File: src/rtl/display_pkg.sv
// Shared constants and types for the six-digit multiplexed display scanner.
package display_pkg;

  localparam int unsigned NUM_DIGITS = 6;
  localparam int unsigned IDX_W      = 3;
  localparam int unsigned CNT_W      = 16;

  typedef logic [6:0] seg_t;

  localparam seg_t              SEG_OFF  = 7'h7F;
  localparam seg_t              SEG_ZERO = 7'b0000001;
  localparam logic [NUM_DIGITS-1:0] AN_OFF = 6'h3F;

  typedef enum logic [1:0] {
    ST_IDLE  = 2'd0,
    ST_DRIVE = 2'd1,
    ST_BLANK = 2'd2
  } scan_state_e;

endpackage

File: src/rtl/scan_tick_counter.sv
// Loadable down-counter that times how long each scan phase lasts.
// tc_c is high while the count sits at zero, so a phase loaded with N-1 lasts N cycles.
module scan_tick_counter
  import display_pkg::*;
#(
  parameter int unsigned W = CNT_W
) (
  input  logic         sys_clk,
  input  logic         rst,
  input  logic         clear,
  input  logic         load,
  input  logic [W-1:0] load_val,
  output logic         tc_c
);

  logic [W-1:0] count;

  // Reload has priority, clear parks the counter, otherwise count down to zero.
  always_ff @(posedge sys_clk or posedge rst) begin
    if (rst) begin
      count <= '0;
    end else if (load) begin
      count <= load_val;
    end else if (clear) begin
      count <= '0;
    end else if (count != '0) begin
      count <= count - W'(1);
    end
  end

  assign tc_c = (count == '0);

endmodule

File: src/rtl/display_scan_driver.sv
// Six-digit multiplexed 7-segment scan driver with per-frame digit snapshot.
// Optional macro SCAN_BLANK_EN inserts BLANK_CYCLES all-off cycles after each
// digit to suppress ghosting; without it digits switch back-to-back.
module display_scan_driver
  import display_pkg::*;
#(
  parameter int unsigned SCAN_DIV     = 1000,
  parameter int unsigned BLANK_CYCLES = 16
) (
  input  logic                       sys_clk,
  input  logic                       rst,
  input  logic                       display_en,
  input  logic [NUM_DIGITS-1:0][6:0] digit_in,
  output logic [6:0]                 seg_out,
  output logic [NUM_DIGITS-1:0]      an_out,
  output logic                       frame_done
);

  localparam logic [1:0]       IDLE       = 2'(ST_IDLE);
  localparam logic [1:0]       DRIVE      = 2'(ST_DRIVE);
  localparam logic [1:0]       BLANK      = 2'(ST_BLANK);
  localparam logic [IDX_W-1:0] LAST_IDX   = IDX_W'(NUM_DIGITS - 1);
  localparam logic [CNT_W-1:0] DRIVE_LOAD = CNT_W'(SCAN_DIV - 1);
  localparam logic [CNT_W-1:0] BLANK_LOAD = CNT_W'(BLANK_CYCLES - 1);

  logic [1:0]                state, state_d;
  logic [IDX_W-1:0]          idx, idx_d;
  seg_t [NUM_DIGITS-1:0]     snap, snap_d;
  seg_t                      seg_d;
  logic [NUM_DIGITS-1:0]     an_d;
  logic                      fd_d;
  logic                      cnt_load_c;
  logic                      cnt_clear_c;
  logic [CNT_W-1:0]          cnt_val_c;
  logic                      tick_c;
  logic                      advance_c;

  scan_tick_counter #(.W(CNT_W)) u_tick (
    .sys_clk  (sys_clk),
    .rst      (rst),
    .clear    (cnt_clear_c),
    .load     (cnt_load_c),
    .load_val (cnt_val_c),
    .tc_c     (tick_c)
  );

  // Next-state, snapshot and registered-output values for the scan FSM.
  always_comb begin
    state_d     = state;
    idx_d       = idx;
    snap_d      = snap;
    fd_d        = 1'b0;
    cnt_load_c  = 1'b0;
    cnt_clear_c = 1'b0;
    cnt_val_c   = DRIVE_LOAD;
    advance_c   = 1'b0;
    seg_d       = SEG_OFF;
    an_d        = AN_OFF;

    case (state)
      IDLE: begin
        idx_d = '0;
        if (display_en) begin
          snap_d     = digit_in;
          state_d    = DRIVE;
          cnt_load_c = 1'b1;
        end else begin
          cnt_clear_c = 1'b1;
        end
      end
      DRIVE: begin
        if (!display_en) begin
          state_d     = IDLE;
          idx_d       = '0;
          cnt_clear_c = 1'b1;
        end else if (tick_c) begin
`ifdef SCAN_BLANK_EN
          state_d    = BLANK;
          cnt_load_c = 1'b1;
`else
          advance_c  = 1'b1;
`endif
        end
      end
      BLANK: begin
        if (!display_en) begin
          state_d     = IDLE;
          idx_d       = '0;
          cnt_clear_c = 1'b1;
        end else if (tick_c) begin
          advance_c = 1'b1;
        end
      end
      default: begin
        state_d     = IDLE;
        idx_d       = '0;
        cnt_clear_c = 1'b1;
      end
    endcase

    // Step to the next digit; wrapping past the last one closes the frame.
    if (advance_c) begin
      state_d    = DRIVE;
      cnt_load_c = 1'b1;
      if (idx == LAST_IDX) begin
        idx_d  = '0;
        fd_d   = 1'b1;
        snap_d = digit_in;
      end else begin
        idx_d = idx + IDX_W'(1);
      end
    end

    if (state_d == BLANK) begin
      cnt_val_c = BLANK_LOAD;
    end

    if (state_d == DRIVE) begin
      seg_d = snap_d[idx_d];
      an_d  = ~(NUM_DIGITS'(1) << idx_d);
    end
  end

  // State, snapshot and output registers; reset blanks everything immediately.
  always_ff @(posedge sys_clk or posedge rst) begin
    if (rst) begin
      state      <= IDLE;
      idx        <= '0;
      snap       <= {NUM_DIGITS{SEG_OFF}};
      seg_out    <= SEG_OFF;
      an_out     <= AN_OFF;
      frame_done <= 1'b0;
    end else begin
      state      <= state_d;
      idx        <= idx_d;
      snap       <= snap_d;
      seg_out    <= seg_d;
      an_out     <= an_d;
      frame_done <= fd_d;
    end
  end

endmodule

File: config.mk
export PLATFORM = sky130hd
export DESIGN_NAME = display_scan_driver
export DESIGN_NICKNAME = d
export VERILOG_FILES = /design/src/rtl/display_pkg.sv /design/src/rtl/scan_tick_counter.sv /design/src/rtl/display_scan_driver.sv
export SDC_FILE = /design/constraint.sdc
export NUM_CORES = 1
export LEC_CHECK = 0
export BUFFER_PORTS_ARGS = -buffer_cell sky130_fd_sc_hd__buf_2
export CAP_MARGIN = 0
export CELL_PAD_IN_SITES_DETAIL_PLACEMENT = 0
export CELL_PAD_IN_SITES_GLOBAL_PLACEMENT = 1
export CORE_ASPECT_RATIO = 1.25
export CORE_MARGIN = 4
export CORE_UTILIZATION = 23
export DETAILED_ROUTE_END_ITERATION = 7
export PLACE_DENSITY_LB_ADDON = 0.1
export SYNTH_ARGS = -nofsm -noshare
export SYNTH_HDL_FRONTEND = slang
export SYNTH_SLANG_ARGS = --single-unit
export TNS_END_PERCENT = 5
File: constraint.sdc
create_clock -name sys_clk -period 2.3 [get_ports sys_clk]
set_input_delay 0 -clock sys_clk [delete_from_list [all_inputs] [get_ports sys_clk]]
set_output_delay 0 -clock sys_clk [all_outputs]
set_load 0.02 [all_outputs]
**After elaboration in Yosys (flattened, before gate mapping)**

Index checks and enable logic that the tools add are counted.

- Logic and storage cells: 58
- Register bits: 77
- Bits in latches: 0
- Bits in read-only memories: 0
- Memory bits (writable): 0
- Memories kept: 0

- Reduce and logical (&&, ||, !) cells: 6
- Multipliers: 0
- Equal/unequal tests: 5
- Bitwise operators: 1
- Shifts and indexed selects: 1
- Multiplexer cells: 30
- Add/subtract/negate cells: 2
- Div/mod/pow operators: 0
- Magnitude comparators: 1

Operator list:

| cell | number |
|---|---|
| 2-to-1 mux 42 bit | 4 |
| 2-to-1 mux 16 bit | 3 |
| binary-select mux 7 bit (select 3 bit) | 1 |
| zero test 16 bit | 1 |
| nonzero test 16 bit | 1 |
| subtractor 16 x 1 -> 16 bit (second input constant) | 1 |
| 2-to-1 mux 7 bit | 2 |
| 2-to-1 mux 3 bit | 4 |
| 2-to-1 mux 1 bit | 10 |
| 2-to-1 mux 10 bit | 1 |
| 2-to-1 mux 2 bit | 3 |
| 2-to-1 mux 6 bit | 1 |
| inverter 6 bit | 1 |
| left shift 1 x 3 -> 6 bit (first input constant) | 1 |
| equality test 2 x 1 -> 1 bit (second input constant) | 2 |
| equality test 2 bit (second input constant) | 2 |
| < comparator 3 x 4 -> 1 bit (second input constant) | 1 |
| case mux 2 bit (2 select lines) | 1 |
| adder 3 x 1 -> 3 bit (second input constant) | 1 |
| equality test 3 bit (second input constant) | 1 |
| nonzero test 3 bit | 1 |
| OR reduction 3 bit | 1 |
| zero test 2 bit | 1 |
| OR reduction 2 bit | 1 |

**Longest topological paths before layout**

Gate-level depths: netlist of the first run.

- Depth after elaboration: 8
- Gate-level depth with buffers: 12
- Gate-level depth less buffers: 9

**Hierarchy**

A second synthesis of the first run with hierarchy kept.

- Cell total of the unflattened synthesis: 418
- Area, all modules: 4230.3 um^2

Modules (own cells, without submodules):

| module | area an instance (um^2) | times used | cells each |
|---|---|---|---|
| display_scan_driver | 3250.6 | 1 | 306 |
| scan_tick_counter | 979.7 | 1 | 112 |

**Least setup slack after synthesis of the first run**

OpenSTA, ideal clock, no wires.

- Path kind: register -> register
- Start point: register u_tick.count[0]
- End point: register seg_out[2]
- Arrival: 2.354 ns
- Stages on the path, launching flop included: 10
- Data required time: 2.210 ns
- Slack: -0.144 ns
- Clock period less this slack: 2.444 ns
- Cell sequence: dfrtp_1 -> inv_1 -> ha_1 -> nor3b_1 -> nand4_2 -> o21ai_4 -> buf_6 -> mux2_2 -> a221oi_1 -> a31oi_1

RTL lines:

| what | RTL line | text |
|---|---|---|
| start: declaration | scan_tick_counter.sv:16 | `logic [W-1:0] count;` |
| start signal: assignment | scan_tick_counter.sv:23 | `count <= load_val;` |
| start signal: assignment | scan_tick_counter.sv:27 | `count <= count - W'(1);` |
| end signal: assignment | display_scan_driver.sv:137 | `seg_out <= seg_d;` |
| end: declaration | display_scan_driver.sv:14 | `output logic [6:0] seg_out,` |

==> metrics.txt, run 1 <==
RSZ-0062 raised after global routing=yes; Final Hold Fails=0; Die W=119.3 µm; max_slew headroom=63.09%; maximum level of the CTS H-tree=3; utilization after layout=36.63%; worst hold slack=0.01824 ns; Row Count=50; Area contributors post-synth=dfstp_2 (41%), dfrtp_1 (15%), mux2_2 (10%); most frequent cells in the layout=buf_2 (58), dfstp_2 (55), buf_4 (48); Tcrit/Tclk final=103.3%; Post-Synth Adder-Cell Area=1.405%; Design Power=6.275 mW; post-synth top area cell=dfstp_2; Placed Cells=583; XOR/XNOR share of the synthesized area=4.462%; first-pass GRT wire length=16.28 mm; antenna violations before repair=0; Synth Area per Inst=13.04 µm²; largest family of logic cells by synthesized area=multiplexers; Slew Viols, Final=0; layout cells sized above 1=60.41%; number of synthesized flops with an enable pin=0; drt drc=0; register area share after synthesis=56.04%; vias=2723; routability cong.=0.7158; die area=17550 µm²; CTS Root Buffer Type=clkbuf_16; Pre-antenna DRT Iters=3; clock-pin slew on the worst setup and hold paths=0.06 ns; #FFs+latches synth=77; syn nets=322; Post-Place Worst Slack=-0.1291 ns; clock skew=0.006901 ns; post-route setup slack=-0.07480 ns; largest net degree at the start of global routing=56; Mapped Cells=273; port buffer count=58; TritonCTS sink count=77; top-area cell type share of the netlist area=40.58%; Longest Clk Path Bufs=2; I/O pin count=59; Post-DRT Antenna Nets=0; mux share of post-synthesis cell area=13.56%; number of CTS-inserted buffers=9; Core Area=15080 µm²; pwr dens=1136 nW/µm²; HP Class=input pin to flop; vias in the first global route=3131; global router's overall resource usage=11.89%; Synth Flop Type=dfstp_2; Arr. time, crit path=2.63 ns; drt initial violations=106; Static Leak=2.292 nW; status=finished, violations left; ys async rst share=100.0%; Synth Area in Compound Gates=10.68%; number of inserted diodes=0; Post-Synth Simple-Gate Area=10.51%; setup TNS=-0.3358 ns; post-DP HPWL=6.900 mm; CP Class=flop to flop; Max VDD drop=386.6 µV; fmax=421.1 MHz; Unique masters post-synth=50; commonest non-fill, non-tap cell in the layout=buf_2; Vias/cell=4.222; Max Cap Viol=0; Final Critical Period=2.375 ns; Finished Cell Area=5523 µm²; Detailed Route WL=10.14 mm; actual slew at the worst max-slew pin=0.5528 ns; Setup crit end kind=flop; worst path required time=2.55 ns; die height=147.1 µm; failing checks=negative setup slack; Routed WL per cell=15.72 µm; Layout Nets=481; non-filler cells, final=645; crit path launch type=flop; dpl cell area=4522 µm²; GRT overflow=0; Mapped Area=3561 µm²; critical path peak fanout=6; Worst-Skew Late Latency=0.34 ns; TritonCTS clock tree=yes; YS warnings=0; Initial Util=23.62%; setup violators final=7; area grow syn2layout=55.09%
## report_power, final
| group | switching, mW | internal [mW] |
|---|---|---|
| Combinational | 1.14 | 1.27 |
| Clock | 0.578 | 0.901 |
| Sequential | 0.197 | 2.19 |
| Total | 1.92 | 4.36 |
## path summary, 6_finish.rpt
path | from | endpoint | cells past startpoint | slack (ns)
worst max-delay path | state[1] | seg_out[4] | 10 | -0.07
worst min register to register | u_tick.count[14] | u_tick.count[14] | 2 | 0.60
worst min-delay path | digit_in[15] | snap[15] | 3 | 0.02
min in group asynchronous | rst | state[1] | 3 | 0.26
max in group asynchronous | rst | snap[4] | 4 | 1.30
worst max register to register | state[1] | seg_out[4] | 10 | -0.07
## Yosys cell counts, types with 3 or more instances
cell type / instances
dfstp_2: 55
mux2_2: 32
dfrtp_1: 22
nor2_1: 19
nand2_1: 14
o21ai_0: 13
mux2_1: 10
xnor2_1: 9
a221oi_1: 8
inv_1: 8
a31oi_1: 7
a22oi_1: 6
a32oi_1: 6
buf_6: 6
xor2_1: 6
a21oi_1: 4
ha_1: 4
nor3_1: 4
nand3_1: 3
## critical path, cell delays in order, from the launching register on
cell and delay, ns:
dfrtp_1 0.37, inv_2 0.05, ha_4 0.26, and2_4 0.13, nand4b_1 0.18, o21ai_4 0.32
clkbuf_16 0.22, buf_4 0.11, mux2_2 0.35, a221oi_2 0.24, a31oi_1 0.07
## final cells by class
class	count	area, µm²
fillers	1489	9554
flip-flops and latches	77	1996
clock inverters	5	56.30
well taps	208	260.3
repair buffers	158	1240
inverters	8	30.03
clock buffers	11	252.7
multi-input cells	178	1688
## logic make-up after synthesis
family	count (synthesis)
xor+xnor	16
compound gates	53
flops	77
fa+ha+maj	4
buf+inv	18
mux	43
simple gates	62
## sequential cells by signal, summed over array words and instances (netlist names)
register / cells
snap: 42
u_tick.count: 16
seg_out: 7
an_out: 6
idx: 3
state: 2
frame_done: 1
## routing by layer
metal	track usage, %	wire [µm]
met1	13.56	4268
met2	21.73	5428
met3	3.003	329
met4	3.668	112
met5	0	0
## timing repair
action	CTS	global route
resized for setup	11	40
cloned	1	1
hold buffers	43	0
endpoints found under the setup margin	9	17
endpoints found under the hold margin	63	0
pin swaps	2	12
buffers inserted	1	1
Note: power is estimated with default switching activity, not from simulation.
==> run 2, diff against run 1 <==
--- a/config.mk
+++ b/config.mk
@@ -10,7 +10,6 @@
 export CELL_PAD_IN_SITES_DETAIL_PLACEMENT = 0
 export CELL_PAD_IN_SITES_GLOBAL_PLACEMENT = 1
 export CORE_ASPECT_RATIO = 1.25
-export CORE_MARGIN = 4
 export CORE_UTILIZATION = 23
 export DETAILED_ROUTE_END_ITERATION = 7
 export PLACE_DENSITY_LB_ADDON = 0.1
==> run 2 against run 1 <==
  * The run still ends with negative setup slack left
  * Core utilization grew 0.97 points
  * Hold slack gained 0.27 ns
  * Setup slack improved by 0.018 ns
  * Maximum frequency rose by 0.78%
  * First-iteration DRC count shrank 37%
  * Clock-buffer cell count is the same
  * Design area increased by 2.7%
  * Sequential share of layout area decreased by 0.93 points
  * Cell count is 3.4% higher
  * Clock power down 7%
  * Critical path type unchanged
  * Largest cell class unchanged
==> metrics.txt, run 2 (synthesized netlist as in run 1, its figures left out) <==
RSZ-0062 raised after global routing=yes; Fill cells=1521 (+2.1%); Max Cap Viol=0 (unchanged); utilization after layout=37.60% (+0.97 points); Setup crit end kind=flop; vias=2798 (+2.8%); Vias/cell=4.195 (-0.63%); Core Area=15080 µm² (unchanged); Slew Viols, Final=0 (unchanged); number of CTS-inserted buffers=9 (unchanged); post-DP HPWL=7.007 mm (+1.6%); most frequent cells in the layout=buf_4 (67), buf_2 (58), dfstp_2 (55); CP most frequent cell=buf_4; worst r2r path cells=10 (unchanged); antenna violations before repair=0 (unchanged); Tcrit/Tclk final=102.5% (-0.80 points); actual slew at the worst max-slew pin=0.6275 ns (+0.07472 ns); sequential cell area=1996 µm² (unchanged); number of inserted diodes=0 (unchanged); Final Critical Period=2.356 ns (-0.01831 ns); Max VDD drop=408.4 µV (+5.7%); Biggest register=snap; layout cells sized above 1=61.44% (+1.0 points); TritonCTS sink count=77 (unchanged); Final Hold Fails=0 (unchanged); largest stage delay on the critical path=0.41 ns (+0.04 ns); port buffer count=58 (unchanged); global router's overall resource usage=13.72% (+1.8 points); TritonCTS clock tree=yes; first-pass GRT wire length=16.10 mm (-1.1%); HP Class=input pin to asynchronous set/reset pin; max_slew headroom=58.10% (-5.0 points); Finished Cell Area=5669 µm² (+2.7%); Initial Util=23.62% (unchanged); CP Class=flop to flop; GRT overflow=0 (unchanged); drt drc=0 (unchanged); clock skew=0.008599 ns (+0.001698 ns); drt initial violations=67 (-37%); reg2reg start=u_tick.count[3]; vias in the first global route=3028 (-3.3%); Layout Nets=503 (+4.6%); Die W=113.3 µm (-5.0%); setup violators final=5 (-2); Worst-Skew Late Latency=0.35 ns (about the same); worst path required time=2.56 ns (about the same); clock-pin slew on the worst setup and hold paths=0.06 ns (about the same); Design Power=6.285 mW (+0.17%); pwr dens=1109 nW/µm² (-2.4%); Multi-input gate area=1669 µm² (-1.1%); max reg flops=42 (unchanged); I/O pin count=59 (unchanged); Cell Chain, Critical Path=nor4_4, buf_4, nand4_4, o21ai_4, buf_6, buf_12, buf_4, mux2_4, a221oi_2, a31oi_1; Pre-antenna DRT Iters=4 (+1); die height=141.1 µm (-4.1%); routability cong.=0.7039 (-1.7%); Crit-path slowest cell=dfrtp_1; biggest regs=snap: 42 flops, u_tick.count: 16 flops, seg_out: 7 flops; Arr. time, crit path=2.61 ns (-0.02 ns); Row Count=50 (unchanged); die area=15990 µm² (-8.9%); Static Leak=2.397 nW (+4.6%); dpl cell area=4657 µm² (+3.0%); Longest Clk Path Bufs=2 (unchanged); CTS Root Buffer Type=clkbuf_16; Post-DRT Antenna Nets=0 (unchanged); crit path launch type=flop; area grow syn2layout=59.21%; commonest non-fill, non-tap cell in the layout=buf_4; largest net degree at the start of global routing=30 (-46%); failing checks=negative setup slack; maximum level of the CTS H-tree=3 (unchanged); Routed WL per cell=15.36 µm (-2.3%); Detailed Route WL=10.24 mm (+1.0%); post-route setup slack=-0.05649 ns (+0.01831 ns); status=finished, violations left; fmax=424.4 MHz (+0.78%); critical path peak fanout=6 (unchanged); FF-to-FF setup slack=-0.06 ns (+0.02 ns); FF-to-FF End=seg_out[2]
[run 2: metal layers]
layer | vias up | track usage (%) | part of all wire (%)
met1 | 1377 | 15.95 | 44
met3 | 14 | 2.752 | 2.5
met4 | 0 | 7.064 | 2.3
met5 | - | 0 | 0
met2 | 46 | 23.76 | 51
li1 | 1361 | - | -
[run 2: cell type report]
type,instances,share of cell area (%)
sequential,77,35.20
clock buffer,11,4.480
clock inverter,5,0.5738
tap,208,4.591
timing repair buffer,180,25.18
inverter,8,0.5297
multi-input combinational,178,29.44
[run 2: power by group]
group | switching (mW) | leakage [nW] | internal, mW
registers | 0.205 | 0.867 | 2.19
logic | 1.14 | 1.39 | 1.38
clock network | 0.581 | 0.141 | 0.795
total | 1.93 | 2.40 | 4.36
[run 2: how the worst max path moves through the flow]
| stage | from | end | slack, ns |
|---|---|---|---|
| 2_1_floorplan | state[0] | seg_out[2] | 0.009 |
| 3_3_place_gp | state[0] | seg_out[1] | -0.27 |
| 3_5_place_dp | state[0] | seg_out[1] | -0.27 |
| 4_1_cts | u_tick.count[14] | seg_out[2] | -0.12 |
| 5_1_grt | u_tick.count[6] | seg_out[2] | -0.15 |
| 6_report | u_tick.count[3] | seg_out[2] | -0.06 |
[run 2: what timing repair did]
action,in CTS,in global routing
gates cloned,1,1
resized for setup,28,25
pin swaps,8,16
buffers inserted,3,3
endpoints found under the setup margin,10,16
hold buffers,44,0
hold endpoints to repair,44,0
[run 2: worst max-delay path: cells and delay by family (launching register included)]
kind	cells	cell delay (ns)
AOI/OAI and AO/OA	3	0.53
buffers and inverters	4	0.57
DFF	1	0.41
muxes	1	0.31
and+or+nand+nor	2	0.45
[run 2: metrics by stage]
step	setup TNS [ns]	setup slack [ns]	std cells	hold WS [ns]
2_1_floorplan	0	0.009015	273	0.1331
3_3_place_gp	-1.217	-0.2654	601	0.1080
3_5_place_dp	-1.240	-0.2722	601	0.1205
4_1_cts	-0.6045	-0.1179	665	0.2968
5_1_grt	-1.069	-0.1455	667	0.3489
6_report	-0.1597	-0.05649	667	0.2906
==> run 3, diff against run 2 <==
--- a/config.mk
+++ b/config.mk
@@ -12,7 +12,7 @@
 export CORE_ASPECT_RATIO = 1.25
 export CORE_UTILIZATION = 23
 export DETAILED_ROUTE_END_ITERATION = 7
-export PLACE_DENSITY_LB_ADDON = 0.1
+export PLACE_DENSITY = 0.44
 export SYNTH_ARGS = -nofsm -noshare
 export SYNTH_HDL_FRONTEND = slang
 export SYNTH_SLANG_ARGS = --single-unit
==> run 3 against run 2 <==
  * The run still ends with negative setup slack left
  * Register-to-register slack better by 0.02 ns
  * Hold slack worse by 0.27 ns
  * Wire length down 5.0%
  * Non-clock buffer count down 12
  * Sequential share of layout area up 0.55 points
==> metrics.txt, run 3 (synthesized netlist as in run 1, its figures left out) <==
status=finished, violations left; failing checks=negative setup slack; CP Class=flop to flop; worst path required time=2.56 ns (about the same); Fill cells=1454 (-4.4%); Row Count=50 (unchanged); Net Sw Frac=29.69% (-0.95 points); Design Power=6.384 mW (+1.6%); global router's overall resource usage=13.09% (-0.63 points); die height=141.1 µm (unchanged); die area=15990 µm² (unchanged); pwr dens=1144 nW/µm² (+3.2%); largest stage delay on the critical path=0.35 ns (-0.06 ns); Longest Clk Path Bufs=2 (unchanged); FF-to-FF setup slack=-0.04 ns (+0.02 ns); fmax=427.6 MHz (+0.76%); Worst-Skew Late Latency=0.34 ns (about the same); Max Cap Viol=0 (unchanged); TritonCTS clock tree=yes; number of inserted diodes=0 (unchanged); Setup crit end kind=flop; Finished Cell Area=5582 µm² (-1.5%); vias in the first global route=2881 (-4.9%); Die W=113.3 µm (unchanged); layout cells sized above 1=59.42% (-2.0 points); Comb power frac=38.9% (-1.1 points); vias=2760 (-1.4%); maximum level of the CTS H-tree=3 (unchanged); Crit-path slowest cell=dfrtp_1; Pre-antenna DRT Iters=4 (unchanged); max reg flops=42 (unchanged); port buffer count=58 (unchanged); post-DP HPWL=6.508 mm (-7.1%); Biggest register=snap; clock-pin slew on the worst setup and hold paths=0.06 ns (about the same); Layout Nets=491 (-2.4%); CP most frequent cell=buf_12; Routed WL per cell=14.89 µm (-3.1%); biggest regs=snap: 42 flops, u_tick.count: 16 flops, seg_out: 7 flops; Clk pwr share=23.7% (+1.8 points); max_slew headroom=72.15% (+14 points); commonest non-fill, non-tap cell in the layout=buf_2; drt drc=0 (unchanged); Initial Util=23.62% (unchanged); Net Switching=1.895 mW (-1.6%); setup TNS=-0.1239 ns (+0.03578 ns); first-pass GRT wire length=15.59 mm (-3.2%); GRT overflow=0 (unchanged); drt initial violations=60 (-10%); Post-DRT Antenna Nets=0 (unchanged); worst hold slack=0.02537 ns (-0.2652 ns); crit path launch type=flop; Arr. time, crit path=2.60 ns (about the same); Seq pwr share=37.3% (-0.8 points); setup violators final=6 (+1); clock skew=0.004718 ns (-0.003880 ns); dpl cell area=4522 µm² (-2.9%); Final Hold Fails=0 (unchanged); routability cong.=0.7282 (+3.5%); TritonCTS sink count=77 (unchanged); Pint=4.489 mW (+3.0%); CTS Root Buffer Type=clkbuf_16; utilization after layout=37.02% (-0.58 points); area grow syn2layout=56.75%; RSZ-0062 raised after global routing=yes; number of CTS-inserted buffers=9 (unchanged); HP Class=input pin to flop; I/O pin count=59 (unchanged); critical path peak fanout=8 (+2); most frequent cells in the layout=buf_2 (58), dfstp_2 (55), buf_4 (55); Slew Viols, Final=0 (unchanged); Cell Chain, Critical Path=inv_2, ha_4, and2_4, nand4b_1, o21ai_4, buf_12, buf_12, buf_4, mux2_4, a22oi_2, a31oi_1; Core Area=15080 µm² (unchanged); largest net degree at the start of global routing=78 (+160%); antenna violations before repair=0 (unchanged); post-route setup slack=-0.03883 ns (+0.01766 ns); actual slew at the worst max-slew pin=0.4178 ns (-0.2097 ns); Final Critical Period=2.339 ns (-0.01766 ns); Vias/cell=4.220 (+0.60%); Detailed Route WL=9.735 mm (-5.0%); Static Leak=2.339 nW (-2.4%); Tcrit/Tclk final=101.7% (-0.77 points); Max VDD drop=335.8 µV (-18%)
-- run 3: cell count changes in the layout (fill, tap and decap cells not counted), sizes merged --
cell / change
inv: +1
clkinvlp: -1
clkinv: -1
bufinv: +2
buf: -9
clkbuf: -3
dlygate4sd3: -2
-- run 3: path summary, 6_finish.rpt --
check | cells after the start | to | start
setup / recovery | 11 | seg_out[6] | state[0]
hold / removal | 2 | state[0] | display_en
setup reg to reg | 11 | seg_out[6] | state[0]
hold reg to reg | 1 | snap[27] | snap[27]
max in group asynchronous | 4 | snap[37] | rst
min in group asynchronous | 4 | u_tick.count[3] | rst
-- run 3: worst max-delay path: cells and delay by family (launching register included) --
kind            cells  cell delay [ns]
compound gates      3             0.60
buf+inv             4             0.43
flops               1             0.35
simple gates        2             0.30
mux                 1             0.30
fa+ha+maj           1             0.26
-- run 3: area by class of cell --
cell class / count / area [µm²] / share of cell area, %
Sequential cell: 77 / 1996 / 35.75
Multi-Input combinational cell: 178 / 1620 / 29.03
Timing Repair Buffer: 168 / 1364 / 24.43
Tap cell: 208 / 260.3 / 4.663
Clock buffer: 9 / 225.2 / 4.035
Clock inverter: 6 / 86.33 / 1.547
Inverter: 8 / 30.03 / 0.5380
-- run 3: power by group through the flow --
stage                     logic [mW]  clock network, mW  registers [mW]
after detailed placement        2.07                  0            2.40
after CTS                       2.40               1.57            2.39
after floorplan                 1.19                  0            2.47
after global routing            2.73               1.61            2.44
final                           2.49               1.52            2.38
after global placement          2.06                  0            2.39
-- run 3: through the flow --
step	cells	setup WS [ns]
finish	654	-0.03883
global route	654	-0.1789
floorplan	273	0.009015
CTS	651	-0.02892
detailed placement	583	-0.1836
global placement	583	-0.08882
-- run 3: repair_timing --
action / 4_1_cts / 5_1_grt
setup buffers: 9 / 3
gates cloned: 2 / 0
hold buffers: 42 / 0
hold endpoints to repair: 63 / 0
pin swaps: 7 / 7
gates resized for setup: 22 / 24
endpoints found under the setup margin: 10 / 12
-- run 3: per-layer routing --
metal | vias to the layer above | GRT usage (%) | wire (µm)
met2 | 49 | 22.60 | 4919
met5 | - | 0 | 0
met3 | 12 | 2.837 | 260
met4 | 0 | 5.540 | 204
met1 | 1355 | 15.64 | 4350
li1 | 1344 | - | -
